### src/rtl/adder_test_ctrl_r4_if.sv
// Byte-stream handshake from the test sequencer to the report transmitter.
// A byte moves on every rising edge where tx_valid and tx_ready are both high.
interface adder_test_ctrl_r4_if;
  logic [7:0] tx_data;
  logic       tx_valid;
  logic       tx_ready;

  modport master (output tx_data, output tx_valid, input tx_ready);
  modport slave  (input tx_data, input tx_valid, output tx_ready);
endinterface

### src/rtl/adder_test_ctrl_r4.sv
// Self-checking sequencer for the radix-4 online adder: feeds ROM operands MSB first,
// captures the N+1 result digits, compares with the expected sum and reports 'P'/'F'.
module adder_test_ctrl_r4 #(
  parameter int N         = 6,
  parameter int C         = 3,
  parameter int DELTA     = 2,
  parameter int NUM_TESTS = 8
) (
  input  logic                 clk,
  input  logic                 reset,
  input  logic                 start,
  output logic [9:0]           test_select,
  input  logic [N*C-1:0]       x_vec,
  input  logic [N*C-1:0]       y_vec,
  input  logic [(N+1)*C-1:0]   z_vec,
  output logic                 add_clr,
  output logic                 add_en,
  output logic [C-1:0]         add_x,
  output logic [C-1:0]         add_y,
  input  logic [C-1:0]         add_z,
  adder_test_ctrl_r4_if.master tx,
  output logic                 busy,
  output logic                 done,
  output logic [NUM_TESTS-1:0] pass_mask,
  output logic                 all_pass
);
  localparam int F  = N + 1 + DELTA;
  localparam int TW = $clog2(F + 1);
  localparam int KW = (NUM_TESTS > 1) ? $clog2(NUM_TESTS) : 1;
  localparam int XW = N * C;
  localparam int ZW = (N + 1) * C;
  localparam logic [TW-1:0] T_LAST = TW'(F - 1);
  localparam logic [TW-1:0] T_CAP  = TW'(DELTA + 1);
  localparam logic [KW-1:0] K_LAST = KW'(NUM_TESTS - 1);
  localparam logic [7:0]    CH_P   = 8'h50;
  localparam logic [7:0]    CH_F   = 8'h46;

  localparam logic [2:0] S_IDLE   = 3'd0;
  localparam logic [2:0] S_SELECT = 3'd1;
  localparam logic [2:0] S_CLEAR  = 3'd2;
  localparam logic [2:0] S_FEED   = 3'd3;
  localparam logic [2:0] S_DRAIN  = 3'd4;
  localparam logic [2:0] S_CHECK  = 3'd5;
  localparam logic [2:0] S_REPORT = 3'd6;
  localparam logic [2:0] S_DONE   = 3'd7;

  logic [2:0]           state_q, state_d;
  logic [KW-1:0]        k_q, k_d;
  logic [TW-1:0]        t_q, t_d;
  logic [XW-1:0]        x_sh_q, x_sh_d, y_sh_q, y_sh_d;
  logic [ZW-1:0]        z_sh_q, z_sh_d, cap_q, cap_d;
  logic [NUM_TESTS-1:0] mask_q, mask_d;
  logic [9:0]           sel_q, sel_d;
  logic                 clr_q, clr_d, en_q, en_d;
  logic [C-1:0]         x_q, x_d, y_q, y_d;
  logic [7:0]           txd_q, txd_d;
  logic                 txv_q, txv_d, busy_q, busy_d, done_q, done_d, allp_q, allp_d;
  logic                 match_s;

  // Operand digit presented at feed step t; zero once all N digits are out.
  function automatic logic [C-1:0] feed_digit(input logic [XW-1:0] v, input logic [TW-1:0] t);
    logic [C-1:0] d;
    d = '0;
    for (int i = 0; i < N; i++) begin
      if (t == TW'(N - 1 - i)) d = v[i*C +: C];
    end
    return d;
  endfunction

  function automatic logic [9:0] sel_of(input logic [KW-1:0] kk);
    logic [9:0] s;
    s = 10'd0;
    if (kk != '0) s = 10'd1 << (kk - KW'(1));
    return s;
  endfunction

  assign match_s = (cap_q == z_sh_q);

  // Next-state and next-output decode; outputs are registered for the state being entered.
  always_comb begin
    state_d = state_q;
    k_d     = k_q;
    t_d     = t_q;
    x_sh_d  = x_sh_q;
    y_sh_d  = y_sh_q;
    z_sh_d  = z_sh_q;
    cap_d   = cap_q;
    mask_d  = mask_q;
    sel_d   = sel_q;
    clr_d   = 1'b0;
    en_d    = 1'b0;
    x_d     = '0;
    y_d     = '0;
    txd_d   = txd_q;
    txv_d   = 1'b0;
    busy_d  = 1'b1;
    done_d  = 1'b0;
    case (state_q)
      S_IDLE: begin
        if (start) begin
          state_d = S_SELECT;
          k_d     = '0;
          sel_d   = 10'd0;
          mask_d  = '0;
        end else begin
          busy_d  = 1'b0;
        end
      end
      S_SELECT: begin
        x_sh_d  = x_vec;
        y_sh_d  = y_vec;
        z_sh_d  = z_vec;
        clr_d   = 1'b1;
        state_d = S_CLEAR;
      end
      S_CLEAR: begin
        state_d = S_FEED;
        t_d     = '0;
        cap_d   = '0;
        en_d    = 1'b1;
        x_d     = feed_digit(x_sh_q, '0);
        y_d     = feed_digit(y_sh_q, '0);
      end
      S_FEED: begin
        // The adder's result lags its inputs, so capture starts DELTA+1 steps in.
        if (t_q >= T_CAP) begin
          cap_d = {cap_q[ZW-C-1:0], add_z};
        end else begin
          cap_d = cap_q;
        end
        if (t_q == T_LAST) begin
          state_d = S_DRAIN;
        end else begin
          t_d  = t_q + TW'(1);
          en_d = 1'b1;
          x_d  = feed_digit(x_sh_q, t_q + TW'(1));
          y_d  = feed_digit(y_sh_q, t_q + TW'(1));
        end
      end
      S_DRAIN: begin
        cap_d   = {cap_q[ZW-C-1:0], add_z};
        state_d = S_CHECK;
      end
      S_CHECK: begin
        mask_d[k_q] = match_s;
        txv_d       = 1'b1;
        txd_d       = match_s ? CH_P : CH_F;
        state_d     = S_REPORT;
      end
      S_REPORT: begin
        if (tx.tx_ready) begin
          if (k_q == K_LAST) begin
            state_d = S_DONE;
            busy_d  = 1'b0;
            done_d  = 1'b1;
          end else begin
            k_d     = k_q + KW'(1);
            sel_d   = sel_of(k_q + KW'(1));
            state_d = S_SELECT;
          end
        end else begin
          txv_d = 1'b1;
        end
      end
      S_DONE: begin
        if (start) begin
          state_d = S_SELECT;
          k_d     = '0;
          sel_d   = 10'd0;
          mask_d  = '0;
        end else begin
          busy_d  = 1'b0;
          done_d  = 1'b1;
        end
      end
      default: begin
        state_d = S_IDLE;
        busy_d  = 1'b0;
      end
    endcase
    allp_d = done_d & (&mask_d);
  end

  // State and output registers with synchronous reset.
  always_ff @(posedge clk) begin
    if (reset) begin
      state_q <= S_IDLE;
      k_q     <= '0;
      t_q     <= '0;
      x_sh_q  <= '0;
      y_sh_q  <= '0;
      z_sh_q  <= '0;
      cap_q   <= '0;
      mask_q  <= '0;
      sel_q   <= '0;
      clr_q   <= 1'b0;
      en_q    <= 1'b0;
      x_q     <= '0;
      y_q     <= '0;
      txd_q   <= '0;
      txv_q   <= 1'b0;
      busy_q  <= 1'b0;
      done_q  <= 1'b0;
      allp_q  <= 1'b0;
    end else begin
      state_q <= state_d;
      k_q     <= k_d;
      t_q     <= t_d;
      x_sh_q  <= x_sh_d;
      y_sh_q  <= y_sh_d;
      z_sh_q  <= z_sh_d;
      cap_q   <= cap_d;
      mask_q  <= mask_d;
      sel_q   <= sel_d;
      clr_q   <= clr_d;
      en_q    <= en_d;
      x_q     <= x_d;
      y_q     <= y_d;
      txd_q   <= txd_d;
      txv_q   <= txv_d;
      busy_q  <= busy_d;
      done_q  <= done_d;
      allp_q  <= allp_d;
    end
  end

  assign test_select = sel_q;
  assign add_clr     = clr_q;
  assign add_en      = en_q;
  assign add_x       = x_q;
  assign add_y       = y_q;
  assign tx.tx_data  = txd_q;
  assign tx.tx_valid = txv_q;
  assign busy        = busy_q;
  assign done        = done_q;
  assign pass_mask   = mask_q;
  assign all_pass    = allp_q;
endmodule

### src/flat_wrapper.sv
// flat-port wrapper written by rule: the top's interface ports become plain ports
module adder_test_ctrl_r4_flat 
#(
  parameter int N         = 6,
  parameter int C         = 3,
  parameter int DELTA     = 2,
  parameter int NUM_TESTS = 8
)
  (clk, reset, start, test_select, x_vec, y_vec, z_vec, add_clr, add_en, add_x, add_y, add_z, busy, done, pass_mask, all_pass, tx_tx_data, tx_tx_valid, tx_tx_ready);
  adder_test_ctrl_r4_if tx_i ();
  input  logic clk;
  input  logic reset;
  input  logic start;
  output logic [9:0] test_select;
  input  logic [N*C-1:0] x_vec;
  input  logic [N*C-1:0] y_vec;
  input  logic [(N+1)*C-1:0] z_vec;
  output logic add_clr;
  output logic add_en;
  output logic [C-1:0] add_x;
  output logic [C-1:0] add_y;
  input  logic [C-1:0] add_z;
  output logic busy;
  output logic done;
  output logic [NUM_TESTS-1:0] pass_mask;
  output logic all_pass;
  output wire logic [$bits(tx_i.tx_data)-1:0] tx_tx_data;
  output wire logic [$bits(tx_i.tx_valid)-1:0] tx_tx_valid;
  input wire logic [$bits(tx_i.tx_ready)-1:0] tx_tx_ready;
  assign tx_tx_data = tx_i.tx_data;
  assign tx_tx_valid = tx_i.tx_valid;
  assign tx_i.tx_ready = tx_tx_ready;
  adder_test_ctrl_r4 #(.N(N), .C(C), .DELTA(DELTA), .NUM_TESTS(NUM_TESTS)) u_core (.clk(clk), .reset(reset), .start(start), .test_select(test_select), .x_vec(x_vec), .y_vec(y_vec), .z_vec(z_vec), .add_clr(add_clr), .add_en(add_en), .add_x(add_x), .add_y(add_y), .add_z(add_z), .tx(tx_i), .busy(busy), .done(done), .pass_mask(pass_mask), .all_pass(all_pass));
endmodule
### config.mk
export PLATFORM = sky130hd
export DESIGN_NAME = adder_test_ctrl_r4_flat
export DESIGN_NICKNAME = d
export VERILOG_FILES = /design/src/rtl/adder_test_ctrl_r4_if.sv /design/src/rtl/adder_test_ctrl_r4.sv /design/src/flat_wrapper.sv
export SDC_FILE = /design/constraint.sdc
export NUM_CORES = 1
export LEC_CHECK = 0
export ABC_AREA = 1
export BUFFER_PORTS_ARGS = -buffer_cell sky130_fd_sc_hd__buf_2
export CAP_MARGIN = 20
export CORE_MARGIN = 2
export CORE_UTILIZATION = 42
export CTS_CLUSTER_SIZE = 20
export DETAILED_ROUTE_END_ITERATION = 7
export GPL_TIMING_DRIVEN = 0
export SYNTH_ARGS = -nofsm -noshare
export SYNTH_HDL_FRONTEND = slang
export SYNTH_SLANG_ARGS = --single-unit
### constraint.sdc
create_clock -name clk -period 2 [get_ports clk]
set_input_delay 0.1 -clock clk [delete_from_list [all_inputs] [get_ports clk]]
set_output_delay 0.1 -clock clk [all_outputs]
set_load 0.01 [all_outputs]
# Word-level counts from Yosys, hierarchy flattened
# Cells that the tools add are included.
[word_totals]
register_bits = 126
input_bits = 64
output_inout_bits = 38
wordCells = 113
[op_classes]
add_sub_neg = 3
order_cmp = 3
n_eq_ne = 21
n_shift = 1
n_mux = 53
bitwise = 1
n_reduce_logical = 13
[op_table]
columns = ["cell", "n"]
rows = [
  ["2-to-1 mux 3 bit", 21],
  ["case mux 21 bit (3 select lines)", 1],
  ["2-to-1 mux 10 bit", 4],
  ["== test 21 bit", 1],
  ["2-to-1 mux 21 bit", 1],
  ["case mux 3 bit (7 select lines)", 1],
  ["case mux 10 bit (2 select lines)", 1],
  ["case mux 3 bit (2 select lines)", 3],
  ["case mux 8 bit (2 select lines)", 1],
  ["== test 3 bit, second input constant", 5],
  ["2-to-1 mux 1 bit", 10],
  ["<< shifter 1 x 3 -> 10 bit, first input constant", 1],
  ["bitwise mux 8 bit", 1],
  ["== test 4 x 2 -> 1 bit, second input constant", 2],
  ["== test 4 x 3 -> 1 bit, second input constant", 2],
  ["2-to-1 mux 8 bit", 1],
  ["case mux 1 bit (2 select lines)", 4],
  ["case mux 4 bit (2 select lines)", 1],
  ["AND reduction 8 bit", 1],
  ["== test 3 x 2 -> 1 bit, second input constant", 2],
  ["inequality test 2 x 1 -> 1 bit, second input constant", 3],
  ["inequality test 2 bit, second input constant", 3],
  ["nonzero test 3 bit", 2],
  ["2-to-1 mux 5 bit", 1],
  ["20 further kinds", 22],
]

# Depth between registers and ports, before layout
# Gate-level depths: netlist of the first run.
[logic_depth]
ltp_word = 10
depth_mapped = 14
ltp_nobuf = 14

# Worst setup path before layout of the first run
# No wires, ideal clock.
[synth_path]
path_kind = "reg-to-reg"
startpoint = "register u_core.k_q[0]"
endpoint = "register u_core.sel_q[7], in the netlist u_core.test_select[7]"
setup_time_ns = 0.070
t_arrival_ns = 1.680
required_ns = 1.930
slack_ns = 0.250
stages_incl_launch_ff = 8
path_buffers = 0
synth_period_minus_slack_ns = 1.750
path_cell_list = "dfxtp_1 > ha_1 > ha_1 > xor2_1 > inv_1 > nor4_1 > nand2_1 > a21oi_1"
[synth_between]
elab_chain_cells = 7
elab_cells_between_ends = 11
classes_between = "add/sub (2); eq/ne (2); shift (1); mux (4); reduce/logical (2)"
[synth_lines]
columns = ["item", "line", "rtl"]
rows = [
  ["start, declared", "adder_test_ctrl_r4.sv:48", "logic [KW-1:0] k_q, k_d;"],
  ["start signal, assigned", "adder_test_ctrl_r4.sv:207", "k_q <= k_d;"],
  ["adder 3 x 1 -> 3 bit", "adder_test_ctrl_r4.sv:158", "sel_d = sel_of(k_q + KW'(1));"],
  ["subtractor 3 x 1 -> 3 bit", "adder_test_ctrl_r4.sv:73", "if (kk != '0) s = 10'd1 << (kk - KW'(1));"],
  ["<< shifter 1 x 3 -> 10 bit", "adder_test_ctrl_r4.sv:73", ""],
  ["2-to-1 mux 10 bit", "adder_test_ctrl_r4.sv:73", ""],
  ["2-to-1 mux 10 bit", "adder_test_ctrl_r4.sv:152", "if (k_q == K_LAST) begin"],
  ["2-to-1 mux 10 bit", "adder_test_ctrl_r4.sv:151", "if (tx.tx_ready) begin"],
  ["case mux 10 bit (2 select lines)", "adder_test_ctrl_r4.sv:98", "case (state_q)"],
  ["end signal, assigned", "adder_test_ctrl_r4.sv:214", "sel_q <= sel_d;"],
  ["end, declared", "adder_test_ctrl_r4.sv:53", "logic [9:0] sel_q, sel_d;"],
]
# Several ways; a longest one is shown, not always the timed one. The select of a mux whose other input is x is not followed.
# A chain may end at the register's enable or synchronous reset.

# Worst setup path after layout of the first run
[layout_path]
startpoint = "register u_core.t_q[1]"
endpoint = "register u_core.y_q[1], in the netlist u_core.add_y[1]"
[layout_between]
elab_chain_cells = 10
elab_cells_between_ends = 16
classes_between = "add/sub (1); eq/ne (6); mux (8); reduce/logical (1)"
[layout_lines]
columns = ["item", "line", "rtl"]
rows = [
  ["start, declared", "adder_test_ctrl_r4.sv:49", "logic [TW-1:0] t_q, t_d;"],
  ["start signal, assigned", "adder_test_ctrl_r4.sv:208", "t_q <= t_d;"],
  ["adder 4 x 1 -> 4 bit", "adder_test_ctrl_r4.sv:137", "y_d = feed_digit(y_sh_q, t_q + TW'(1));"],
  ["== test 4 x 3 -> 1 bit", "adder_test_ctrl_r4.sv:65", "if (t == TW'(N - 1 - i)) d = v[i*C +: C];"],
  ["2-to-1 mux 3 bit (6 in series)", "adder_test_ctrl_r4.sv:65", ""],
  ["2-to-1 mux 3 bit (*)", "adder_test_ctrl_r4.sv:131", "if (t_q == T_LAST) begin"],
  ["case mux 3 bit (2 select lines) (*)", "adder_test_ctrl_r4.sv:98", ""],
  ["end signal, assigned", "adder_test_ctrl_r4.sv:218", "y_q <= y_d;"],
  ["end, declared", "adder_test_ctrl_r4.sv:55", "logic [C-1:0] x_q, x_d, y_q, y_d;"],
]
# Mark *: on every way between the ends. The rest lies on a longest branch, timed or not.

==> results.md, run 1 <==
- Ant. Diodes: 0
- CP Capture Point: u_core.add_y[1]$_SDFF_PP0_
- IO Count: 102
- EDFF count, synth: 0
- Simple-Gate Fraction of Synth Area: 20.1%
- Synthesized area: 5580 µm²
- Final wirelength: 14,800 µm
- Average size of a mapped cell: 6.98 µm²
- Post-synthesis compound-gate area fraction: 22.1%
- Critical path data arrival time: 2130 ps
- Layout cell share with drive strength beyond 1: 18.9%
- Worst-path clk slew: 50 ps
- Min Tclk post-route: between 1500 and 2000 ps
- Hold WC Path Type: input port to flop
- Leakage: 0.00334 µW
- # clock sinks: 119
- WL/cell: 12.8 µm
- Status: completed
- Dpl cell area: 6290 µm²
- Library cells used by synthesis: 38
- Seq/Total Area, Yosys: 42.7%
- Post-synth top cells: nand2_1 (167), dfxtp_1 (119), inv_1 (113)
- Nets: 1,041
- Setup crit start: u_core.t_q[1]$_SDFFE_PP0P_
- Setup Skew: 11.0 ps
- Largest family of logic cells by synthesized area: compound AO/OA/AOI/OAI gates
- Synth Area in Adders: between 2 and 2.5%
- Initial core utilization: 42.7%
- Maximum VDD drop: slightly below 0.0007 V
- Total die area: 14,200 µm²
- Syn-to-layout area delta: 33.6%
- Clock root cell: clkbuf_16
- Grt ovf: 0
- Die X-Extent: about 120 µm
- Hold WS: 7.69 ps
- Worst slew margin: between 60 and 70%
- Top post-synthesis cells by area: dfxtp_1 (43%), nand2_1 (11%), a21oi_1 (9.9%)
- R2r endpoint: u_core.add_y[1]$_SDFF_PP0_
- Initial antenna violation count: 0
- Synth warn: 0
- Critical Path Start Type: flop
- Placer Congestion: 0.894
- DRC: 0
- FF-to-FF path depth: 14
- Htree depth: 4
- Top cell type's share of synthesized area: 42.7%
- # rows: 42
- Yosys top cell by area: dfxtp_1
- DRT antenna net count: 0
- Number of setup violations in the final report: 0
- FFs w/ async S/R, synth: 0%
- Worst Tran Pin Value: 572 ps
- Final Hold Fails: 0
- Crit. End Element: flop
- Count leader, synth: nand2_1
- Via-per-instance ratio: approximately 4.7
- CP required: around 2300 ps
- First-pass GRT wire length: 24,100 µm
- Xor and xnor fraction of the mapped netlist area: less than 1%
- Worst-path fanout max: 7
- Design Area, Final: between 7000 and 8000 µm²
- Core area: 13,100 µm²
- CTS Buffer Depth: 2
- DRT iter0 DRCs: 300
- Fmax: 545 MHz
- Mux cell area share after synthesis: 0%
- Yosys reg bits: 119
- Clock Latency Late Sink: 420 ps
- Final period utilization: 91.7%
- Postcts setup bufs: 0
- Via Count: 5,477
- Setup CP Type: flop to flop
- CTS tree: yes
- GRT Overall Usage: 21.5%
- TritonRoute pass-1 iters: 5
- Power per cell area: 1350 nW/µm²
- HPWL after detailed placement: 10,400 µm
- Final core utilization: 57.0%
- # port buffers: 94
- Synth Instances: 800
- RSZ-0062 raised after global routing: false
- Commonest register cell after synthesis: dfxtp_1
- CTS Buf Count: 17
- FF-to-FF Start: u_core.t_q[1]$_SDFFE_PP0P_
- MaxCap Viol Count: 0
- Die height: between 100 and 150 µm
- Largest net degree at the start of global routing: 17
- Max Slew Vio Count: 0
- Flop2flop setup slack: between 150 and 200 ps
- Number of global-route vias before repair: 5,020
[final cells by class]
class,count,area (µm²)
plain buffers,44,228
multi-input cells,521,2580
repair buffers,142,951
well taps,176,220
clock inverters,12,173
clock buffers,20,467
flip-flops and latches,119,2390
inverters,121,454
fillers,1279,5630
[per-stage QoR]
| stage | power [µW] | TNS, ps | setup slack (ps) | instances |
|---|---|---|---|---|
| 2_1_floorplan | 5840 | 0 | 250 | 805 |
| 3_3_place_gp | 6730 | -21.1 | -11.3 | 1075 |
| 3_5_place_dp | 6770 | -1.24 | -1.24 | 1075 |
| 4_1_cts | 10100 | 0 | 0.00644 | 1155 |
| 5_1_grt | 10800 | 0 | 5.07 | 1155 |
| 6_report | 10100 | 0 | 166 | 1155 |
[layer usage]
metal	routed length, µm	global-route usage (%)	share of wire [%]
met5	0	0	0
met4	321	7.59	2.2
met3	569	5.08	3.8
met2	6830	34.5	46
met1	7090	28.4	48
[worst min path at each step]
| stage | to | startpoint | slack (ps) | cells past startpoint |
|---|---|---|---|---|
| global route | u_core.z_sh_q[2]$_SDFFE_PP0P_ | z_vec[2] | 8 | 3 |
| finish | u_core.x_sh_q[16]$_SDFFE_PP0P_ | x_vec[16] | 8 | 3 |
| detailed placement | u_core.cap_q[2]$_SDFFE_PP0P_ | add_z[2] | 370 | 3 |
| global placement | u_core.cap_q[2]$_SDFFE_PP0P_ | add_z[2] | 370 | 3 |
| CTS | u_core.z_sh_q[2]$_SDFFE_PP0P_ | z_vec[2] | 1 | 3 |
| floorplan | u_core.cap_q[0]$_SDFFE_PP0P_ | add_z[0] | 250 | 2 |
[worst max-delay path: stages (launching register included)]
cell and delay [ps]:
dfxtp_2 380, ha_2 220, nand2_1 50, inv_1 80, nor2_2 50, inv_1 130
nand3_2 180, o21ai_0 190, inv_1 50, nand2_1 70, nand2_1 60, nand2_1 60
nand2_1 70, nand2_1 70, a21oi_1 60
[registers in the layout, summed over array words and instances, names as in the netlist]
signal              flops
u_core.x_sh_q          18
u_core.add_y            3
u_core.test_select      8
u_core.z_sh_q          21
u_core.add_clr          1
u_core.tx.tx_data       3
u_core.t_q              4
u_core.all_pass         1
u_core.k_q              3
u_core.done             1
u_core.tx.tx_valid      1
u_core.add_en           1
u_core.busy             1
u_core.y_sh_q          18
u_core.add_x            3
u_core.state_q          3
u_core.cap_q           21
u_core.pass_mask        8
[cells by family after synthesis]
logic type / Yosys count
other cells: 1
compound gates: 237
flops: 119
simple gates: 264
xor+xnor: 3
fa+ha+maj: 11
buf+inv: 165
[what timing repair did]
action                                 4_1_cts  5_1_grt
pin swaps                                    0        1
gates cloned                                 0        0
hold buffers                                48        0
endpoints found under the hold margin       48        0
resized for setup                            1       19
setup endpoints to repair                    1       29
[power by group]
| group | total (µW) | internal (µW) | leakage (µW) | switching, µW |
|---|---|---|---|---|
| logic | 3270 | 1180 | 0.00205 | 2090 |
| registers | 3560 | 3090 | 0.000977 | 477 |
| clock network | 3270 | 2180 | 0.000312 | 1090 |
[cells in the final DEF (no fill, tap or decap), types with 9 or more instances in the layout]
cell / n
nor3_1: 9
clkbuf_16: 17
ha_1: 9
buf_2: 105
inv_1: 113
nand3_1: 21
dfxtp_1: 115
nor2_1: 44
o21ai_0: 106
nand2_1: 167
dlygate4sd3_1: 48
a21oi_1: 110
clkbuf_1: 20
Note: power is estimated with default switching activity, not from simulation.
==> inputs of run 2 (changes only) <==
--- a/config.mk
+++ b/config.mk
@@ -8,11 +8,15 @@
 export ABC_AREA = 1
 export BUFFER_PORTS_ARGS = -buffer_cell sky130_fd_sc_hd__buf_2
 export CAP_MARGIN = 20
+export CELL_PAD_IN_SITES_DETAIL_PLACEMENT = 0
+export CELL_PAD_IN_SITES_GLOBAL_PLACEMENT = 1
 export CORE_MARGIN = 2
-export CORE_UTILIZATION = 42
+export CORE_UTILIZATION = 40
 export CTS_CLUSTER_SIZE = 20
 export DETAILED_ROUTE_END_ITERATION = 7
 export GPL_TIMING_DRIVEN = 0
+export PLACE_DENSITY_LB_ADDON = 0.1
+export SKIP_LAST_GASP = 1
 export SYNTH_ARGS = -nofsm -noshare
 export SYNTH_HDL_FRONTEND = slang
 export SYNTH_SLANG_ARGS = --single-unit
==> constraint.sdc (replaced) <==
create_clock -name clk -period 1.7 [get_ports clk]
set_input_delay 0.085 -clock clk [delete_from_list [all_inputs] [get_ports clk]]
set_output_delay 0.085 -clock clk [all_outputs]
set_load 0.01 [all_outputs]
==> run 2 against run 1 <==
The flow now finishes with violations (negative setup slack). Via count up 3.9%. Critical path depth down 7. Utilization down 0.88 points. Flip-flop and latch count unchanged. Routed wire length up 7.0%. Sequential power up 19%. Fmax up 7.4%. Non-clock buffer count up 24. Clock skew down 4.1 ps. Register-to-register slack worse by 170 ps. Power up 17%. Global-route usage up 0.24 points. Largest cell class unchanged. Highest routed layer unchanged.
==> results.md, run 2 (same netlist as run 1, synthesis figures left out) <==
- Critical path data arrival time: 2010 ps (was 2130 ps)
- Clock root cell: clkbuf_16 (unchanged)
- Largest regs: u_core.cap_q (21), u_core.z_sh_q (21) (unchanged)
- Worst-path fanout max: 8 (was 7)
- Placer Congestion: 0.814 (was 0.894)
- Layout cell share with drive strength beyond 1: 22.2% (was 18.9%)
- Nets: 1,065 (was 1,041)
- Number of global-route vias before repair: 5,359 (was 5,020)
- Die height: 122 µm (was 119 µm)
- Worst Tran Pin Value: 561 ps (was 572 ps)
- FF-to-FF path depth: 7 (was 14)
- Commonest non-fill, non-tap cell in the layout: nand2_1 (unchanged)
- R2r endpoint: u_core.cap_q[15]$_SDFFE_PP0P_ (was u_core.add_y[1]$_SDFF_PP0_)
- Final Hold Fails: 0 (unchanged)
- CTS Buffer Depth: 2 (unchanged)
- Fill cells: 1,367 (was 1,279)
- Crit. End Element: flop (unchanged)
- CP required: 2000 ps (was 2300 ps)
- Syn-to-layout area delta: 38.5% (was 33.6%)
- Fmax: 585 MHz (was 545 MHz)
- Critical Path Start Type: flop (unchanged)
- Flop2flop setup slack: -8 ps (was 170 ps)
- MaxCap Viol Count: 0 (unchanged)
- Worst-path clk slew: 50 ps (about the same)
- # clock sinks: 119 (unchanged)
- Leakage: 0.00342 µW (was 0.00334 µW)
- Maximum VDD drop: 0.000796 V (was 0.000690 V)
- Design Area, Final: 7730 µm² (was 7460 µm²)
- Final core utilization: 56.1% (was 57.0%)
- Largest net degree at the start of global routing: 17 (unchanged)
- RSZ-0062 raised after global routing: true (was false)
- Final std cells w/o fill: 1,182 (was 1,155)
- Power per cell area: 1530 nW/µm² (was 1350 nW/µm²)
- Via-per-instance ratio: 4.82 (was 4.74)
- Met2 Wirelength: 7640 µm (was 6830 µm)
- Slowest-stage cell, CP: a221o_2 (was dfxtp_2)
- Initial core utilization: 40.5% (was 42.7%)
- Htree depth: 4 (unchanged)
- # port buffers: 94 (unchanged)
- Core area: 13,800 µm² (was 13,100 µm²)
- Post-Place Cells: 1,079 (was 1,075)
- Status: complete, but fails checks (was completed)
- CTS tree: yes (unchanged)
- DRC: 0 (unchanged)
- First-pass GRT wire length: 25,200 µm (was 24,100 µm)
- Crit-path cells: ha_4 > nor2_4 > nand2_1 > a221o_2 > buf_6 > o21ai_0 > a21oi_1 (was ha_2 > nand2_1 > inv_1 > nor2_2 > inv_1 > nand3_2 > o21ai_0 > inv_1 > nand2_1 > nand2_1 > nand2_1 > nand2_1 > nand2_1 > a21oi_1)
- Via Count: 5,693 (was 5,477)
- Failing checks: negative setup slack
- Total die area: 14,900 µm² (was 14,200 µm²)
- HPWL after detailed placement: 10,900 µm (was 10,400 µm)
- Setup CP Type: flop to flop (unchanged)
- Number of setup violations in the final report: 3 (was 0)
- Clock Latency Late Sink: 420 ps (about the same)
- Most frequent cells in the layout: nand2_1 (164), dfxtp_1 (112), inv_1 (108), a21oi_1 (108), buf_2 (101) (was nand2_1 (167), dfxtp_1 (115), inv_1 (113))
- Grt ovf: 0 (unchanged)
- Hold EP: u_core.done$_SDFF_PP0_ (was u_core.x_sh_q[16]$_SDFFE_PP0P_)
- # rows: 43 (was 42)
- TritonRoute pass-1 iters: 5 (unchanged)
- Dpl cell area: 6310 µm² (was 6290 µm²)
- FF-to-FF Start: u_core.t_q[1]$_SDFFE_PP0P_ (unchanged)
- Worst path max stage delay: 470 ps (was 380 ps)
- Worst slew margin: 62.6% (was 61.8%)
- Initial antenna violation count: 0 (unchanged)
- Cell depth of the worst hold path: 4 (was 3)
- Final period utilization: 100% (was 91.7%)
- Crit path setup slack, layout: -8.35 ps (was 166 ps)
- Ant. Diodes: 0 (unchanged)
- Hold WC Path Type: input port to flop (unchanged)
- IO Count: 102 (unchanged)
- Min Tclk post-route: 1710 ps (was 1830 ps)
- DRT antenna net count: 0 (unchanged)
- Metal1 wirelength: 7340 µm (was 7090 µm)
- Met3 WL post-DR: 626 µm (was 569 µm)
- Register Area: 2400 µm² (was 2390 µm²)
- Die X-Extent: 122 µm (was 119 µm)
- Pre-CTS setup slack: -381 ps (was -1.24 ps)
- CTS Buf Count: 17 (unchanged)
- Max Slew Vio Count: 0 (unchanged)
- Design Power: 11,800 µW (was 10,100 µW)
- DRT iter0 DRCs: 232 (was 300)
- WL/cell: 13.4 µm (was 12.8 µm)
- Final wirelength: 15,800 µm (was 14,800 µm)
- Footprint of the multi-input gates: 2720 µm² (was 2580 µm²)
- Highest metal used: met4 (unchanged)
- Hold_sp: start (was x_vec[16])
- Setup Skew: 6.88 ps (was 11.0 ps)
- GRT Overall Usage: 21.8% (was 21.5%)
==> run 2: metrics by stage <==
stage                     hold WS (ps)  setup TNS (ps)
after floorplan                    231               0
after global placement             351          -13500
after detailed placement           354          -14240
after CTS                         14.1           -12.1
after global routing              35.1           -1730
final                             19.4           -10.8
==> run 2: area by class of cell <==
cell class / count / area share (%)
Buffer: 44 / 3.38
Inverter: 121 / 5.91
Multi-Input combinational cell: 521 / 35.2
Clock inverter: 4 / 0.259
Clock buffer: 27 / 6.38
Sequential cell: 119 / 31.0
Tap cell: 180 / 2.91
Timing Repair Buffer: 166 / 15.0
==> run 2: worst max-delay path by stage <==
| stage | startpoint | endpoint | slack, ps | cells past startpoint |
|---|---|---|---|---|
| after detailed placement | u_core.state_q[2]$_SDFFE_PP0P_ | u_core.z_sh_q[6]$_SDFFE_PP0P_ | -380 | 6 |
| after global routing | u_core.t_q[1]$_SDFFE_PP0P_ | u_core.add_y[1]$_SDFF_PP0_ | -120 | 14 |
| after global placement | u_core.state_q[2]$_SDFFE_PP0P_ | u_core.z_sh_q[10]$_SDFFE_PP0P_ | -370 | 6 |
| after CTS | u_core.t_q[1]$_SDFFE_PP0P_ | u_core.add_y[1]$_SDFF_PP0_ | -10 | 14 |
| final | u_core.t_q[1]$_SDFFE_PP0P_ | u_core.cap_q[15]$_SDFFE_PP0P_ | -8 | 7 |
| after floorplan | u_core.k_q[0]$_SDFFE_PP0P_ | u_core.test_select[7]$_SDFFE_PP0P_ | 80 | 7 |
==> run 2: what timing repair did <==
action / in CTS / in global routing
buffers inserted: 4 / 9
pin swaps: 8 / 15
endpoints found under the setup margin: 91 / 43
hold buffers: 56 / 0
resized for setup: 40 / 48
endpoints found under the hold margin: 56 / 0
cloned: 0 / 3
==> run 2: power breakdown <==
part | switching [µW] | internal (µW) | total [µW]
clock | 1190 | 1960 | 3150
sequential | 583 | 3640 | 4230
combinational | 2710 | 1710 | 4420
==> run 2: routing by layer <==
layer  vias to the layer above  global-route usage [%]
met5                         -                       0
met4                         0                    9.12
met3                        20                    3.98
met2                       123                    36.3
met1                      2601                    27.6
li1                       2949                       -
==> run 2: worst max-delay path: cells and delay by family, from the launching register on <==
family | cells | cell delay [ps]
compound gates | 3 | 670
fa+ha+maj | 1 | 180
buf+inv | 1 | 170
flops | 1 | 360
simple gates | 2 | 210
==> inputs of run 3 (changes only) <==
--- a/config.mk
+++ b/config.mk
@@ -5,13 +5,12 @@
 export SDC_FILE = /design/constraint.sdc
 export NUM_CORES = 1
 export LEC_CHECK = 0
-export ABC_AREA = 1
 export BUFFER_PORTS_ARGS = -buffer_cell sky130_fd_sc_hd__buf_2
 export CAP_MARGIN = 20
 export CELL_PAD_IN_SITES_DETAIL_PLACEMENT = 0
 export CELL_PAD_IN_SITES_GLOBAL_PLACEMENT = 1
-export CORE_MARGIN = 2
-export CORE_UTILIZATION = 40
+export CORE_MARGIN = 1
+export CORE_UTILIZATION = 37
 export CTS_CLUSTER_SIZE = 20
 export DETAILED_ROUTE_END_ITERATION = 7
 export GPL_TIMING_DRIVEN = 0
==> constraint.sdc (replaced) <==
create_clock -name clk -period 1.4 [get_ports clk]
set_input_delay 0.07 -clock clk [delete_from_list [all_inputs] [get_ports clk]]
set_output_delay 0.07 -clock clk [all_outputs]
set_load 0.01 [all_outputs]
==> run 3 against run 2 <==
The run ends with design-rule violations, negative setup slack left. Critical endpoint is now u_core.all_pass$_SDFF_PP0_. Fmax is 7.7% lower. Register-to-register slack got worse by 440 ps. Non-clock buffer count up 66. Critical path type unchanged. Sequential share of layout area is 4.4 points lower. Combinational power decreased by 44%. Clock-buffer cell count decreased by 1. Largest cell class unchanged.
==> results.md, run 3 <==
- Status: complete, but fails checks (unchanged)
- Failing checks: design-rule violations, negative setup slack (was negative setup slack)
- Met3 usage in global routing: 4.57% (was 3.98%)
- Design Power: 10,300 µW (was 11,800 µW)
- Via Count: 5,775 (was 5,693)
- Number of global-route vias before repair: 5,280 (was 5,359)
- Final Hold Fails: 0 (unchanged)
- Leakage: 0.00345 µW (was 0.00342 µW)
- Placer Congestion: 0.856 (was 0.814)
- Die X-Extent: 124 µm (was 122 µm)
- Worst path max stage delay: 540 ps (was 470 ps)
- IO Count: 102 (unchanged)
- # clock sinks: 119 (unchanged)
- Initial core utilization: 37.7% (was 40.5%)
- WL/cell: 16.0 µm (was 13.4 µm)
- Die height: 124 µm (was 122 µm)
- MaxCap Viol Count: 0 (unchanged)
- Largest regs: u_core.cap_q (21), u_core.z_sh_q (21) (unchanged)
- Max Slew Vio Count: 0 (unchanged)
- Hold WC Path Type: input port to flop (unchanged)
- Clock root cell: clkbuf_16 (unchanged)
- Switching Share: 28.2% (was 38.0%)
- Syn-to-layout area delta: 65.6% (was 38.5%)
- Fill cells: 1,259 (was 1,367)
- Clock Latency Late Sink: 420 ps (about the same)
- Yosys reg bits: 119 (unchanged)
- Top post-synthesis cells by area: dfxtp_1 (44%), a21oi_1 (11%), nand2_1 (11%) (was dfxtp_1 (43%), nand2_1 (11%), a21oi_1 (9.9%))
- Ant. Diodes: 0 (unchanged)
- Total die area: 15,300 µm² (was 14,900 µm²)
- CTS Buffer Depth: 2 (unchanged)
- Worst-path fanout max: 6 (was 8)
- Commonest non-fill, non-tap cell in the layout: nand2_1 (unchanged)
- Commonest register cell after synthesis: dfxtp_1 (unchanged)
- GRT Overall Usage: 22.9% (was 21.8%)
- TritonRoute pass-1 iters: 7 (was 5)
- Average size of a mapped cell: 7.99 µm² (was 6.98 µm²)
- Via-per-instance ratio: 5.14 (was 4.82)
- Crit-path cells: buf_8 > a32oi_4 > o21ai_1 > or4_4 > a221oi_2 (was ha_4 > nor2_4 > nand2_1 > a221o_2 > buf_6 > o21ai_0 > a21oi_1)
- RSZ-0062 raised after global routing: true (unchanged)
- CP required: 1740 ps (was 2000 ps)
- Crit path max-delay family: compound AO/OA/AOI/OAI gates (unchanged)
- Met1 Use GR: 30.3% (was 27.6%)
- # rows: 44 (was 43)
- DRT antenna net count: 0 (unchanged)
- Pint: 7360 µW (was 7310 µW)
- Synth Instances: 684 (was 800)
- Critical Path Start Type: flop (unchanged)
- EDFF count, synth: 0 (unchanged)
- Psw: 2900 µW (was 4490 µW)
- Largest net degree at the start of global routing: 17 (unchanged)
- Seq pwr share: 36.1% (was 35.8%)
- Crit path setup slack, layout: -452 ps (was -8.35 ps)
- CTS tree: yes (unchanged)
- Crit. End Element: flop (unchanged)
- Core area: 14,500 µm² (was 13,800 µm²)
- Post-synth top cells: nand2_1 (154), dfxtp_1 (119), a21oi_1 (118) (was nand2_1 (167), dfxtp_1 (119), inv_1 (113))
- Slowest-stage cell, CP: or4_4 (was a221o_2)
- Critical path data arrival time: 2190 ps (was 2010 ps)
- Final period utilization: 132% (was 100%)
- Initial antenna violation count: 0 (unchanged)
- Layout cell share with drive strength beyond 1: 41.6% (was 22.2%)
- Busiest grt layer: met2 (unchanged)
- Setup CP Type: flop to flop (unchanged)
- HPWL after detailed placement: 11,100 µm (was 10,900 µm)
- Final wirelength: 18,000 µm (was 15,800 µm)
- Nets: 1,006 (was 1,065)
- Worst slew margin: 46.7% (was 62.6%)
- CTS Buf Count: 17 (unchanged)
- DRC: 1 (was 0)
- Fmax: 540 MHz (was 585 MHz)
- Min Tclk post-route: 1850 ps (was 1710 ps)
- Worst-path clk slew: 60 ps (was 50 ps)
- Count leader, synth: nand2_1 (unchanged)
- DRT iter0 DRCs: 302 (was 232)
- Most frequent cells in the layout: nand2_1 (150), dfxtp_1 (107), buf_2 (98) (was nand2_1 (164), dfxtp_1 (112), inv_1 (108), a21oi_1 (108), buf_2 (101))
- Synthesized area: 5470 µm² (was 5580 µm²)
- Clock Power Share: 39.8% (was 26.7%)
- # port buffers: 95 (was 94)
- Number of setup violations in the final report: 113 (was 3)
- Top cell type's share of synthesized area: 43.6% (was 42.7%)
- Combinational group share of total power: 24.1% (was 37.5%)
- Htree depth: 4 (unchanged)
- FFs w/ async S/R, synth: 0% (unchanged)
- Library cells used by synthesis: 61 (was 38)
- Seq/Total Area, Yosys: 43.6% (was 42.7%)
- GR met2 Demand/Resource: 36.2% (was 36.3%)
- Yosys top cell by area: dfxtp_1 (unchanged)
- Maximum VDD drop: 0.000940 V (was 0.000796 V)
- Grt ovf: 0 (unchanged)
- Setup Skew: 12.7 ps (was 6.88 ps)
- First-pass GRT wire length: 26,500 µm (was 25,200 µm)
- Synth warn: 0 (unchanged)
- Setup TNS: -22,390 ps (was -10.8 ps)
- Worst Path Buf+Inv: 1 (unchanged)
- Worst Tran Pin Value: 799 ps (was 561 ps)
- Power per cell area: 1130 nW/µm² (was 1530 nW/µm²)
-- run 3: final timing paths --
kind / startpoint / endpoint / slack [ps] / depth (start not counted)
max reg2reg: u_core.state_q[2]$_SDFFE_PP0P_ / u_core.all_pass$_SDFF_PP0_ / -450 / 5
min: tx_tx_ready / u_core.tx.tx_valid$_SDFF_PP0_ / 70 / 4
max: u_core.state_q[2]$_SDFFE_PP0P_ / u_core.all_pass$_SDFF_PP0_ / -450 / 5
min reg2reg: u_core.y_sh_q[6]$_SDFFE_PP0P_ / u_core.y_sh_q[6]$_SDFFE_PP0P_ / 460 / 2
-- run 3: power groups by stage --
stage,sequential [µW],combinational (µW),clock (µW)
floorplan,3730,1040,0
global placement,3750,1470,0
detailed placement,3760,1480,0
CTS,3690,1900,4160
global route,3720,2670,4300
finish,3700,2470,4080
-- run 3: what timing repair did --
item	4_1_cts	5_1_grt
hold endpoints to repair	61	0
pin swaps	14	80
endpoints found under the setup margin	117	116
hold buffers	62	0
resized for setup	68	184
cloned	3	9
setup buffers	27	28
-- run 3: worst reg2reg max path: stages, from the launching register on --
cell      delay (ps)
dfxtp_4          370
buf_8            140
a32oi_4          330
o21ai_1          140
or4_4            540
a221oi_2         260
-- run 3: cell families after synthesis --
family	Yosys count	share of synthesized area, %
AOI/OAI and AO/OA	185	19.8
xor gates and xnor gates	22	3.53
adders and majority gates	11	2.52
buffers and inverters	61	5.24
DFF	119	43.6
muxes	4	0.733
other	1	0.0686
and+or+nand+nor	281	24.5
-- run 3: layout make-up --
| cell class | instances | area, µm² | area share (%) |
|---|---|---|---|
| well taps | 184 | 230 | 2.54 |
| repair buffers | 224 | 1740 | 19.2 |
| inverters | 8 | 35.0 | 0.387 |
| plain buffers | 52 | 463 | 5.11 |
| clock buffers | 26 | 542 | 5.98 |
| multi-input cells | 509 | 3620 | 40.0 |
| flip-flops and latches | 119 | 2410 | 26.6 |
| clock inverters | 2 | 10.0 | 0.111 |
-- run 3: per-layer routing --
metal | up-vias | routed length, µm
li1 | 2865 | -
met3 | 21 | 774
met2 | 147 | 8620
met5 | - | 0
met4 | 0 | 318
met1 | 2742 | 8320
-- run 3: stage by stage --
step | setup WS (ps) | hold WS (ps) | cells | area, µm² | util [%]
floorplan | -246 | 160 | 689 | 5720 | -
global placement | -655 | 311 | 968 | 6420 | 44.3
detailed placement | -672 | 318 | 968 | 6420 | 44.3
CTS | -404 | 7.42 | 1088 | 8060 | 55.7
global route | -496 | 96.7 | 1124 | 9050 | 62.5
finish | -452 | 68.6 | 1124 | 9050 | 62.5
